--- src/rtl/reg_file_wb.sv ---
// ---------------------------------------------------------------------------
// reg_file_wb
//   8 x 16-bit register file sitting at the write-back end of the
//   destination-register select path. Provides two combinational read ports
//   with write-through bypass, one synchronous write port, and a per-register
//   busy scoreboard that stalls decode on read-after-write hazards.
//
// Ports
//   clk                 rising-edge clock, sole clock domain
//   reset               synchronous, active-high reset
//   rd_addr1/rd_use1    read port 1 address / port actually consumed
//   rd_data1            read port 1 data (combinational)
//   rd_addr2/rd_use2    read port 2 address / port actually consumed
//   rd_data2            read port 2 data (combinational)
//   wr_en/wr_addr/wr_data  write-back strobe, destination, value
//   issue_en/issue_dst  instruction with a destination leaves decode
//   busy_vec            bit i set: a write to Ri is still pending
//   stall               hold decode/fetch this cycle
// ---------------------------------------------------------------------------
module reg_file_wb #(
  parameter  int DATA_W   = 16,
  parameter  int ADDR_W   = 3,
  parameter  int LINK_REG = 7,
  localparam int NREGS    = 2**ADDR_W
) (
  input  logic              clk,
  input  logic              reset,
  input  logic [ADDR_W-1:0] rd_addr1,
  input  logic              rd_use1,
  output logic [DATA_W-1:0] rd_data1,
  input  logic [ADDR_W-1:0] rd_addr2,
  input  logic              rd_use2,
  output logic [DATA_W-1:0] rd_data2,
  input  logic              wr_en,
  input  logic [ADDR_W-1:0] wr_addr,
  input  logic [DATA_W-1:0] wr_data,
  input  logic              issue_en,
  input  logic [ADDR_W-1:0] issue_dst,
  output logic [NREGS-1:0]  busy_vec,
  output logic              stall
);

  // The link register is ordinary storage; only its range is sanity-checked.
  if (LINK_REG <= 0 || LINK_REG >= NREGS) begin : g_bad_link
    $error("reg_file_wb: LINK_REG out of range");
  end

  logic [NREGS-1:0][DATA_W-1:0] regs_q, regs_d;
  logic [NREGS-1:0]             busy_q, busy_d;
  logic                         haz1_s, haz2_s;
  logic                         wr_hit1_s, wr_hit2_s;

  // Same-cycle write to the address being read: bypass and hazard resolution.
  always_comb begin
    wr_hit1_s = wr_en && (wr_addr == rd_addr1);
    wr_hit2_s = wr_en && (wr_addr == rd_addr2);
  end

  // Read port 1: R0 hard zero, then write-through bypass, then storage.
  always_comb begin
    if (rd_addr1 == {ADDR_W{1'b0}}) begin
      rd_data1 = {DATA_W{1'b0}};
    end else if (wr_hit1_s) begin
      rd_data1 = wr_data;
    end else begin
      rd_data1 = regs_q[rd_addr1];
    end
  end

  // Read port 2: same priority as port 1.
  always_comb begin
    if (rd_addr2 == {ADDR_W{1'b0}}) begin
      rd_data2 = {DATA_W{1'b0}};
    end else if (wr_hit2_s) begin
      rd_data2 = wr_data;
    end else begin
      rd_data2 = regs_q[rd_addr2];
    end
  end

  // Hazard detection; busy_q[0] is always 0 so address 0 never stalls.
  always_comb begin
    haz1_s = rd_use1 && busy_q[rd_addr1] && !wr_hit1_s;
    haz2_s = rd_use2 && busy_q[rd_addr2] && !wr_hit2_s;
    stall  = haz1_s | haz2_s;
  end

  // Next register contents: full-width write, R0 forced to zero.
  always_comb begin
    regs_d = regs_q;
    if (wr_en && (wr_addr != {ADDR_W{1'b0}})) begin
      regs_d[wr_addr] = wr_data;
    end else begin
      regs_d = regs_q;
    end
    regs_d[0] = {DATA_W{1'b0}};
  end

  // Next scoreboard: a new issue outranks a completing write to the same reg,
  // because the issuing instruction is the newer producer.
  always_comb begin
    busy_d = busy_q;
    for (int i = 1; i < NREGS; i++) begin
      if (issue_en && !stall && (issue_dst == ADDR_W'(i))) begin
        busy_d[i] = 1'b1;
      end else if (wr_en && (wr_addr == ADDR_W'(i))) begin
        busy_d[i] = 1'b0;
      end else begin
        busy_d[i] = busy_q[i];
      end
    end
    busy_d[0] = 1'b0;
  end

  // State registers with synchronous reset.
  always_ff @(posedge clk) begin
    if (reset) begin
      regs_q <= '0;
      busy_q <= '0;
    end else begin
      regs_q <= regs_d;
      busy_q <= busy_d;
    end
  end

  assign busy_vec = busy_q;

endmodule

--- config.mk ---
export PLATFORM = sky130hd
export DESIGN_NAME = reg_file_wb
export DESIGN_NICKNAME = d
export VERILOG_FILES = /design/src/rtl/reg_file_wb.sv
export SDC_FILE = /design/constraint.sdc
export NUM_CORES = 1
export LEC_CHECK = 0
export ABC_AREA = 0
export BUFFER_PORTS_ARGS = -buffer_cell sky130_fd_sc_hd__buf_4
export CAP_MARGIN = 15
export CORE_ASPECT_RATIO = 1.4
export CORE_MARGIN = 1
export CORE_UTILIZATION = 59
export CTS_CLUSTER_SIZE = 28
export DETAILED_ROUTE_END_ITERATION = 16
export HOLD_SLACK_MARGIN = 0.15
export PLACE_DENSITY = 0.8
export SLEW_MARGIN = 30
export SYNTH_ARGS = -nofsm -noshare
export SYNTH_HDL_FRONTEND = slang
export SYNTH_SLANG_ARGS = --single-unit
--- constraint.sdc ---
create_clock -name clk -period 2.7 [get_ports clk]
set_input_delay 0.54 -clock clk [delete_from_list [all_inputs] [get_ports clk]]
set_output_delay 0.54 -clock clk [all_outputs]
set_load 0.02 [all_outputs]
==> out/metrics.yaml <==
placed_design:
  placed_area_sq_um: 7410
  dpl_worst_slack_ns: 0.0830
  place_hpwl_mm: 14.2
  routabilityCongestion: 0.924
  io_buffers: 73
floorplan:
  die_x_um: 91.9
  rows: 45
  core_sq_um: 10900
  die_y_um: 128
  start_util_pct: 61.1
  die_area_sq_um: 11700
  io_pins: 75
logic_synthesis:
  yosysTopAreaCellShare_pct: 35.7
  synth_area_sq_um: 6670
  synth_cell_types: 30
  ys_seq_area_share_pct: 35.7
  synth_area_leader_cell: "dfxtp_1"
  synth_warnings: 0
  synth_cells: 829
  synth-seq-cells: 119
  postSynthNetCount: 863
  synth_area_leaders: "dfxtp_1 (36%), nand2_1 (15%), mux4_2 (11%), a21oi_1 (8.4%), mux2_2 (5.7%)"
  avgSynthCellArea_sq_um: 8.05
timing:
  finalHoldViolations: 0
  slew_headroom_pct: 41.0
  max_slew.worst_pin.slew_ns: 0.883
  post-route-period-util_pct: 95.5
  slew_viol_final: 0
  fin_skew_ns: 0.00261
  setup_tns_ns: 0
  fin_crit_ns: 2.58
  rsz0062_at_grt: "no"
  fmaxAchievable_mhz: 388
  setup_violations: 0
  fin_ws_ns: 0.122
power_and_ir_drop:
  p_leak_nw: 3.11
  power.total_w: 0.00464
  power_density_nw_per_um2: 579
  peakVddDrop_v: 0.000465
global_route:
  grt_util_all_layers_pct: 37.1
  grt_use_met2_pct: 60.8
  grt_start_max_net_pins: 73
  grt_pass1_vias: 6707
  antenna_found_initial: 0
  grt_overflow: 0
  grt-busiest-layer: "met2"
  grtUsageMet3_pct: 7.59
  use_met1_pct: 43.0
  grt_pass1_wl_mm: 33.7
worst_setup_path:
  r2r_slack_ns: 1.13
  crit_type: "primary input to primary output"
  crit_path_end_kind: "primary output"
  worstRegToRegCells: 4
  critPathLaunchType: "primary input"
  arrival_ns: 2.04
  critPathMaxFanout: 10
  cp.required_ns: 2.16
clocking:
  clockBufferDepth: 2
  cts_root_buf: "clkbuf_16"
  cts_setup_buffers: 0
  tritoncts: "yes"
  cts-htree-levels: 4
  cts_buffers: 17
  insertion_delay_ns: 0.42
  cts_hold_buf: 0
  clock_sinks: 119
  cts_resized: 0
  clkTransAtPathRegs_ns: 0.06
min_path:
  hold_path_depth: 3
  hold_class: "primary input to flip-flop"
final_layout:
  final_layout_size_suffix_gt1_share_pct: 24.6
  final_cell_area_sq_um: 8020
  antenna_cells: 0
  final_util_pct: 73.4
  area_delta_synth_final_pct: 20.1
  final_nets: 915
run_status:
  run_status: "completed"
drt:
  drtIter0Drc: 746
  num_vias: 6739
  wire_per_inst_um: 20.5
  dr.pass1.iters: 5
  wirelength_mm: 21.2
  viasPerCell: 6.51
  postRouteAntennaNets: 0
  remaining_drc_errors: 0
flow_run:
  max_cap_viol_count: 0
==> cells by family after synthesis <==
kind of cell / synth area share (%)
AOI/OAI and AO/OA: 15.8
xor gates and xnor gates: 0.787
buffers and inverters: 5.25
DFF: 35.7
muxes: 22.0
other: 0.0562
and+or+nand+nor: 20.4
==> layer usage <==
| metal | up-vias | routed length (um) |
|---|---|---|
| met5 | - | 0 |
| met4 | 0 | 1350 |
| met3 | 129 | 1910 |
| met2 | 430 | 10300 |
| met1 | 3210 | 7660 |
| li1 | 2970 | - |
==> worst paths after layout <==
path | start | endpoint
setup / recovery | rd_addr2[2] | rd_data2[10]
hold / removal | wr_data[14] | regs_q[62]
setup reg to reg | busy_vec[7] | busy_vec[7]
hold reg to reg | regs_q[37] | regs_q[37]
==> worst max-delay path, cell delays in order <==
cell and delay [ns]:
buf_6 0.14, buf_12 0.16, buf_4 0.14, mux2_2 0.33, a22oi_1 0.16, o21ai_0 0.14, mux2i_1 0.19, nor2_1 0.06
buf_4 0.16
==> cell type report <==
class,count,area (sq um)
clock buffer,19,443
inverter,2,7.51
fill,797,2910
sequential,119,2380
clock inverter,13,149
tap,141,176
multi-input combinational,629,3960
timing repair buffer,112,898
==> metrics by stage <==
step,instances,hold slack (ns)
global route,1035,0.423
global placement,1003,0.449
CTS,1035,0.409
finish,1035,0.416
detailed placement,1003,0.460
floorplan,829,0.442
==> cell usage after synthesis <==
library cell  number
or3_1              1
or4_1              1
inv_1              2
buf_2             22
dfxtp_1          119
a21oi_1          112
nand2_1          262
buf_1              3
nand2b_1           4
o21ai_0           35
a22oi_1           32
nand3b_1           9
xnor2_1            6
mux2_2            34
nand4_2            2
a221o_1            2
nand3_1            4
nand4_1            1
nor2_1            39
nor3b_1            1
conb_1             1
nor3_1             3
mux2i_1           32
buf_4              5
clkbuf_1          49
o2111ai_2          2
nor2b_1            7
mux4_2            34
nand2_2            1
o31ai_1            4
==> cell usage in the layout, fill, tap and decap left out, types with 5 or more instances in the layout <==
cell,netlist,routed
a21oi_1,112,112
nand2_1,262,262
nor2_1,39,39
dfxtp_1,119,119
xnor2_1,6,6
a22oi_1,32,32
buf_4,5,106
clkbuf_16,0,17
nand3b_1,9,9
mux2_2,34,34
mux4_2,34,34
mux2i_1,32,32
o21ai_0,35,35
nor2b_1,7,6
clkinvlp_4,0,5
==> registers in the layout, summed over array words and instances (netlist names) <==
name      cells
busy_vec      7
regs_q      112
==> power by group <==
group	internal, W	switching [W]
combinational	0.000227	0.000349
sequential	0.00180	0.0000318
clock	0.00139	0.000850
total	0.00341	0.00123
Note: power is estimated with default switching activity, not from simulation.
